<file path="config.mk">
export PLATFORM = sky130hd
export DESIGN_NAME = mem_port_arbiter
export DESIGN_NICKNAME = d
export VERILOG_FILES = /design/src/rtl/mem_port_arbiter.sv
export SDC_FILE = /design/constraint.sdc
export NUM_CORES = 1
export LEC_CHECK = 0
export CAP_MARGIN = 20
export CORE_ASPECT_RATIO = 0.6
export CORE_MARGIN = 2
export CORE_UTILIZATION = 60
export CTS_CLUSTER_DIAMETER = 40
export DETAILED_ROUTE_END_ITERATION = 8
export DONT_BUFFER_PORTS = 1
export GPL_TIMING_DRIVEN = 0
export PLACE_DENSITY = 0.81
export REMOVE_ABC_BUFFERS = 1
export SLEW_MARGIN = 25
export SYNTH_ARGS = -nofsm -noshare
export SYNTH_HDL_FRONTEND = slang
export SYNTH_SLANG_ARGS = --single-unit
export TNS_END_PERCENT = 20
</file>
<file path="constraint.sdc">
create_clock -name clk -period 2.9 [get_ports clk]
set_input_delay 0 -clock clk [delete_from_list [all_inputs] [get_ports clk]]
set_output_delay 0 -clock clk [all_outputs]
set_load 0.1 [all_outputs]
</file>
<file path="src/rtl/mem_port_arbiter.sv">
// Arbitrates the single external memory bus between instruction fetch and load/store.
// One access outstanding at a time; MEM has priority, no preemption of an in-flight fetch.
module mem_port_arbiter #(
  parameter int ADDR_WIDTH = 32,
  parameter int DATA_WIDTH = 32
) (
  input  logic                      clk,
  input  logic                      rst,
  input  logic                      if_req,
  input  logic [ADDR_WIDTH-1:0]     if_addr,
  input  logic                      if_flush,
  output logic [DATA_WIDTH-1:0]     if_rdata,
  output logic                      if_valid,
  input  logic                      mem_req,
  input  logic                      mem_we,
  input  logic [DATA_WIDTH/8-1:0]   mem_sel,
  input  logic [ADDR_WIDTH-1:0]     mem_addr,
  input  logic [DATA_WIDTH-1:0]     mem_wdata,
  output logic [DATA_WIDTH-1:0]     mem_rdata,
  output logic                      mem_valid,
  output logic                      bus_req,
  output logic                      bus_we,
  output logic [DATA_WIDTH/8-1:0]   bus_sel,
  output logic [ADDR_WIDTH-1:0]     bus_addr,
  output logic [DATA_WIDTH-1:0]     bus_wdata,
  input  logic [DATA_WIDTH-1:0]     bus_rdata,
  input  logic                      bus_ack,
  output logic                      stall_req_if,
  output logic                      stall_req_mem
);

  typedef enum logic [1:0] {IDLE, IF_BUSY, MEM_BUSY} state_t;

  state_t state;
  logic   drop;

  always_ff @(posedge clk) begin
    if (rst) begin
      state     <= IDLE;
      bus_req   <= 1'b0;
      bus_we    <= 1'b0;
      bus_sel   <= '0;
      bus_addr  <= '0;
      bus_wdata <= '0;
      if_rdata  <= '0;
      if_valid  <= 1'b0;
      mem_rdata <= '0;
      mem_valid <= 1'b0;
      drop      <= 1'b0;
    end else begin
      if_valid  <= 1'b0;
      mem_valid <= 1'b0;
      case (state)
        IDLE: begin
          // Valid cycle doubles as turnaround so a just-finished request is not re-issued.
          if (!if_valid && !mem_valid) begin
            if (mem_req) begin
              bus_we    <= mem_we;
              bus_sel   <= mem_sel;
              bus_addr  <= mem_addr;
              bus_wdata <= mem_wdata;
              bus_req   <= 1'b1;
              state     <= MEM_BUSY;
            end else if (if_req) begin
              bus_we   <= 1'b0;
              bus_sel  <= '1;
              bus_addr <= if_addr;
              bus_req  <= 1'b1;
              drop     <= 1'b0;
              state    <= IF_BUSY;
            end
          end
        end
        IF_BUSY: begin
          if (if_flush) drop <= 1'b1;
          if (bus_ack) begin
            bus_req <= 1'b0;
            state   <= IDLE;
            // A flush in the ack cycle itself still kills the result.
            if (!drop && !if_flush) begin
              if_rdata <= bus_rdata;
              if_valid <= 1'b1;
            end
          end
        end
        MEM_BUSY: begin
          if (bus_ack) begin
            bus_req   <= 1'b0;
            mem_rdata <= bus_rdata;
            mem_valid <= 1'b1;
            state     <= IDLE;
          end
        end
        default: state <= IDLE;
      endcase
    end
  end

  assign stall_req_mem = mem_req & ~mem_valid;
  assign stall_req_if  = if_req & ~if_valid;

endmodule
</file>
* Word-level counts from Yosys, hierarchy flattened *
Index checks and enable logic that the tools add are counted.

word-level totals
  bits in registers = 139
  input port bits = 139
  output and inout port bits = 138
  logic and storage cells = 68

operators by class
  equal/unequal tests = 8
  multiplexer cells = 22
  bitwise logic cells = 7
  reductions and logical operators = 20

operator list
  cell                                                  count
  two-way mux 32 bit                                    2
  AND reduction 3 bit                                   4
  two-way mux 1 bit                                     11
  two-way mux 2 bit                                     4
  two-way mux 4 bit                                     2
  != test 2 bit (second input constant)                 4
  nonzero test 2 bit                                    3
  NOT 1 bit                                             5
  AND reduction 5 bit                                   1
  zero test 1 bit                                       4
  case mux 1 bit (2 select lines)                       2
  case mux 2 bit (2 select lines)                       1
  AND reduction 4 bit                                   1
  OR reduction 2 bit                                    2
  != test 3 bit (second input constant)                 1
  OR reduction 3 bit                                    1
  AND 1 bit                                             2
  equality test 2 x 1 -> 1 bit (second input constant)  1
  equality test 2 bit (second input constant)           1
  logical AND 1 bit                                     2
  zero test 2 bit                                       1
  != test 2 x 1 -> 1 bit (second input constant)        1
  AND reduction 2 bit                                   1

* Longest topological paths before layout *
  depth after elaboration = 4
  gate-level depth with buffers = 7
  gate-level depth less buffers = 5

* Least setup slack after synthesis *
Ideal clock, no wire load.

  kind = register -> output
  start point = reg mem_valid
  end point = out stall_req_mem
  arrival = 2,169 ps
  data required time = 2,900 ps
  slack = 731 ps
  cell stages (with the launch flop) = 2
  buffers on the path = 0
  cells stage by stage = dfxtp_1 > nor2b_1

on the way
  longest elaborated chain between the ends = 2

ends and longest elaborated chain
  element                 RTL line  RTL
  from (decl)             20        output logic mem_valid,
  from (signal assigned)  48        mem_valid <= 1'b0;
  from (signal assigned)  52        mem_valid <= 1'b0;
  from (signal assigned)  90        mem_valid <= 1'b1;
  NOT 1 bit               99        assign stall_req_mem = mem_req & ~mem_valid;
  AND 1 bit               99
  to (decl)               29        output logic stall_req_mem

Every way passes these cells.

* Worst setup path in the final report *
  start point = reg state[0]
  end point = reg bus_wdata[20]

on the way
  longest elaborated chain between the ends = 2

ends and longest elaborated chain
  element                               RTL line  RTL
  from (decl)                           34        state_t state;
  from (signal assigned)                39        state <= IDLE;
  from (signal assigned)                63        state <= MEM_BUSY;
  from (signal assigned)                70        state <= IF_BUSY;
  zero test 2 bit                       53        case (state)
  AND reduction 3 bit (no source line)  n/a
  to (signal assigned)                  61        bus_wdata <= mem_wdata;
  to (decl)                             25        output logic [DATA_WIDTH-1:0] bus_wdata,

Every way passes these cells.
A chain may end at the register's enable or synchronous reset.

==> metrics.md <==
| Metric | Value |
|---|---|
| Final HPWL DP | `9.71 mm` |
| Initial antenna violation count | `0` |
| CORE AREA | `0.00919 mm^2` |
| Dpl cells | `between 700 and 800` |
| Routed Antenna Nets | `0` |
| First-pass GRT wire length | `27.8 mm` |
| Clock-pin slew on the worst setup and hold paths | `60 ps` |
| R2r startpoint | `state[0]` |
| Die W | `130 um` |
| Synth unique cells | `39` |
| Num CTS Buffers | `17` |
| # DRC | `0` |
| Post CTS Setup Buffer Count | `0` |
| CP max stage cell | `nand4bb_2` |
| Most frequent cells in the layout | `nand2_1, dlygate4sd3_1, dfxtp_1` |
| Synth Area in Simple Gates | `16.7%` |
| Setup TNS | `0 ps` |
| Die Ht | `79.5 um` |
| Routed WL | `18.5 mm` |
| Largest net degree at the start of global routing | `130` |
| Synthesis-to-layout area growth | `34.8%` |
| Top-area cell type share of the netlist area | `48.9%` |
| Buffers on Ports | `0` |
| Worst-Margin Slew | `between 1000 and 1500 ps` |
| Total global-route track usage | `35.0%` |
| Critical-path cell list | `inv_1 > ha_1 > nand4bb_2 > nand2_1 > a21oi_1 > dlygate4sd3_1` |
| H-tree Lvls | `4` |
| Max-Cap Viols | `0` |
| Vias/cell | `5.87` |
| CTS sink count | `between 100 and 150` |
| Util after Layout | `a little over four fifths` |
| Final Skew | `7.44 ps` |
| Commonest non-fill, non-tap cell in the layout | `nand2_1` |
| Synthesized-area fraction occupied by adder cells | `1.10%` |
| Cell area after layout | `0.00768 mm^2` |
| Synth warn | `0` |
| Post-synthesis mux area share | `5.63%` |
| Critical path type | `flop to flop` |
| Final Cycle Share | `91.6%` |
| Number of global-route vias before repair | `5346` |
| Hold Path End | `bus_wdata[8]` |
| Placed cell area | `0.00567 mm^2` |
| Root Buffer | `clkbuf_16` |
| Ports | `277` |
| Synth area leaders | `dfxtp_1, nand2_1, a21oi_1` |
| VDD IR max | `about 0.00052 V` |
| Placer Congestion | `approximately 0.78` |
| Clk buf depth | `2` |
| Reg2reg path depth | `6` |
| Vias | `5221` |
| Iter 0 DRT Violations | `455` |
| Startpoint types | `flop` |
| Antenna cells | `0` |
| Setup WS post-layout | `approximately 240 ps` |
| Share of cells above drive strength 1 | `between 10% and 20%` |
| CTS tree | `done` |
| Worst reg2reg setup slack | `240 ps` |
| Syn_area_per_cell | `~9 um^2` |
| Area leader, netlist | `dfxtp_1` |
| Die area | `0.0103 mm^2` |
| Hold Startpoint | `rst` |
| WHS Path Cells | `2` |
| Hold Crit Class | `input pin to flop` |
| Final nets | `891` |
| Post-CTS Resized | `0` |
| Final setup fails | `0` |
| Max-slew violations | `0` |
| Core Rows | `27` |
| CTS hold repair buffers | `between 100 and 150` |
| Count of final hold-check violations | `0` |
| WL per Instance | `20.8 um` |
| Dpl ws | `644 ps` |
| Combinational family with the most area after synthesis | `compound AO/OA/AOI/OAI gates` |
| RSZ-0062 raised after global routing | `false` |
| Worst path top cell family by delay | `simple AND/OR/NAND/NOR gates` |
| Max frequency | `around 0.38 GHz` |
| Slew margin rel. | `26.9%` |
| Status | `completed` |
| # fillers | `510` |
| Synth Cell Area | `0.00569 mm^2` |
| Worst Setup SP | `state[0]` |
| Minimum clock period | `2660 ps` |
| Compound-gate portion of the synthesized area | `a little over a fifth` |
| CP peak stage delay | `760 ps` |
| Leakage power | `roughly 0.0028 uW` |
| Worst path required time | `3190 ps` |
| Pre-antenna DRT Iters | `6` |
| GR Overflow Total | `0` |
| Synth Instances | `635` |
| Critical path buffers and inverters | `2` |
| Synth Area in XOR/XNOR | `0%` |
| Crit end category | `flop` |
| Clk_lat worst skew | `~400 ps` |
| CP max FO | `36` |
| PwrDens | `837 mW/mm^2` |
| Initial core utilization | `between 60% and 70%` |
| Critical path arrival | `just under 3000 ps` |
| Worst R2R End | `bus_wdata[20]` |
| Finished Layout Cells | `890` |
| #FFs+latches synth | `139` |
| Post-synthesis sequential area ratio | `48.9%` |
==> per-stage QoR <==
step / total power, uW / hold WS [ps]
6_report: 6430 / 47.9
2_1_floorplan: 3870 / 64.6
5_1_grt: 6610 / 120
3_3_place_gp: 3980 / 76.8
3_5_place_dp: 4080 / 79.6
4_1_cts: 6380 / 63.4
==> sequential cells by signal, summed over array words and instances, names as in the netlist <==
name	count
bus_sel	4
drop	1
if_valid	1
mem_valid	1
if_rdata	32
bus_req	1
state	2
bus_addr	32
mem_rdata	32
bus_we	1
bus_wdata	32
==> worst max-delay path by stage <==
stage	end	slack, ps	cells after the start
after floorplan	bus_addr[0]	-1350	3
after global placement	bus_addr[31]	-2290	3
after detailed placement	bus_addr[0]	640	8
after CTS	bus_wdata[21]	310	4
after global routing	bus_wdata[18]	0.1	6
final	bus_wdata[20]	240	6
==> per-layer routing <==
metal  wire (um)  GRT usage, %  vias to the layer above
met5           0             0                        -
met4         459          15.2                        0
met3        1730          10.8                       44
met2        9420          62.1                      306
met1        6880          39.0                     2491
li1            -             -                     2380
==> synthesized netlist by cell type <==
cell type	instances
o21ai_0	1
buf_6	5
dfxtp_1	139
nor3b_2	1
nand2b_1	4
nand4bb_1	2
a211oi_1	4
ha_1	5
nor3_2	4
clkbuf_1	20
o31ai_1	1
nand4_1	1
a211oi_2	30
and2_1	2
nor2b_1	2
a21bo_2	1
a21oi_1	109
a211o_1	1
and4bb_2	2
a21oi_2	26
buf_4	2
buf_8	1
mux2i_1	32
a31o_2	1
a311oi_1	1
nand3b_1	1
nor3b_1	1
clkbuf_4	1
buf_2	22
nand4b_1	1
nor4b_1	1
nand2_1	196
buf_12	2
buf_1	1
inv_1	4
a31oi_1	1
or2_1	1
o21a_1	1
nor2_1	5
==> area by class of cell <==
| type | count | area [um^2] | share of cell area [%] |
|---|---|---|---|
| tap | 130 | 163 | 2.12 |
| timing repair buffer | 147 | 1540 | 20.0 |
| clock inverter | 13 | 145 | 1.89 |
| inverter | 4 | 15.0 | 0.196 |
| clock buffer | 19 | 433 | 5.64 |
| sequential | 139 | 2790 | 36.3 |
| multi-input combinational | 438 | 2600 | 33.9 |
==> power breakdown <==
| part | total [uW] | leakage, uW | internal (uW) | switching [uW] |
|---|---|---|---|---|
| clock | 2100 | 0.000274 | 1270 | 827 |
| sequential | 3380 | 0.00114 | 2080 | 1300 |
| combinational | 951 | 0.00141 | 443 | 508 |
==> cell families after synthesis <==
family | Yosys count
compound gates | 177
buf+inv | 58
fa+ha+maj | 5
simple gates | 224
flops | 139
mux | 32
(Power assumes the default switching activity.)
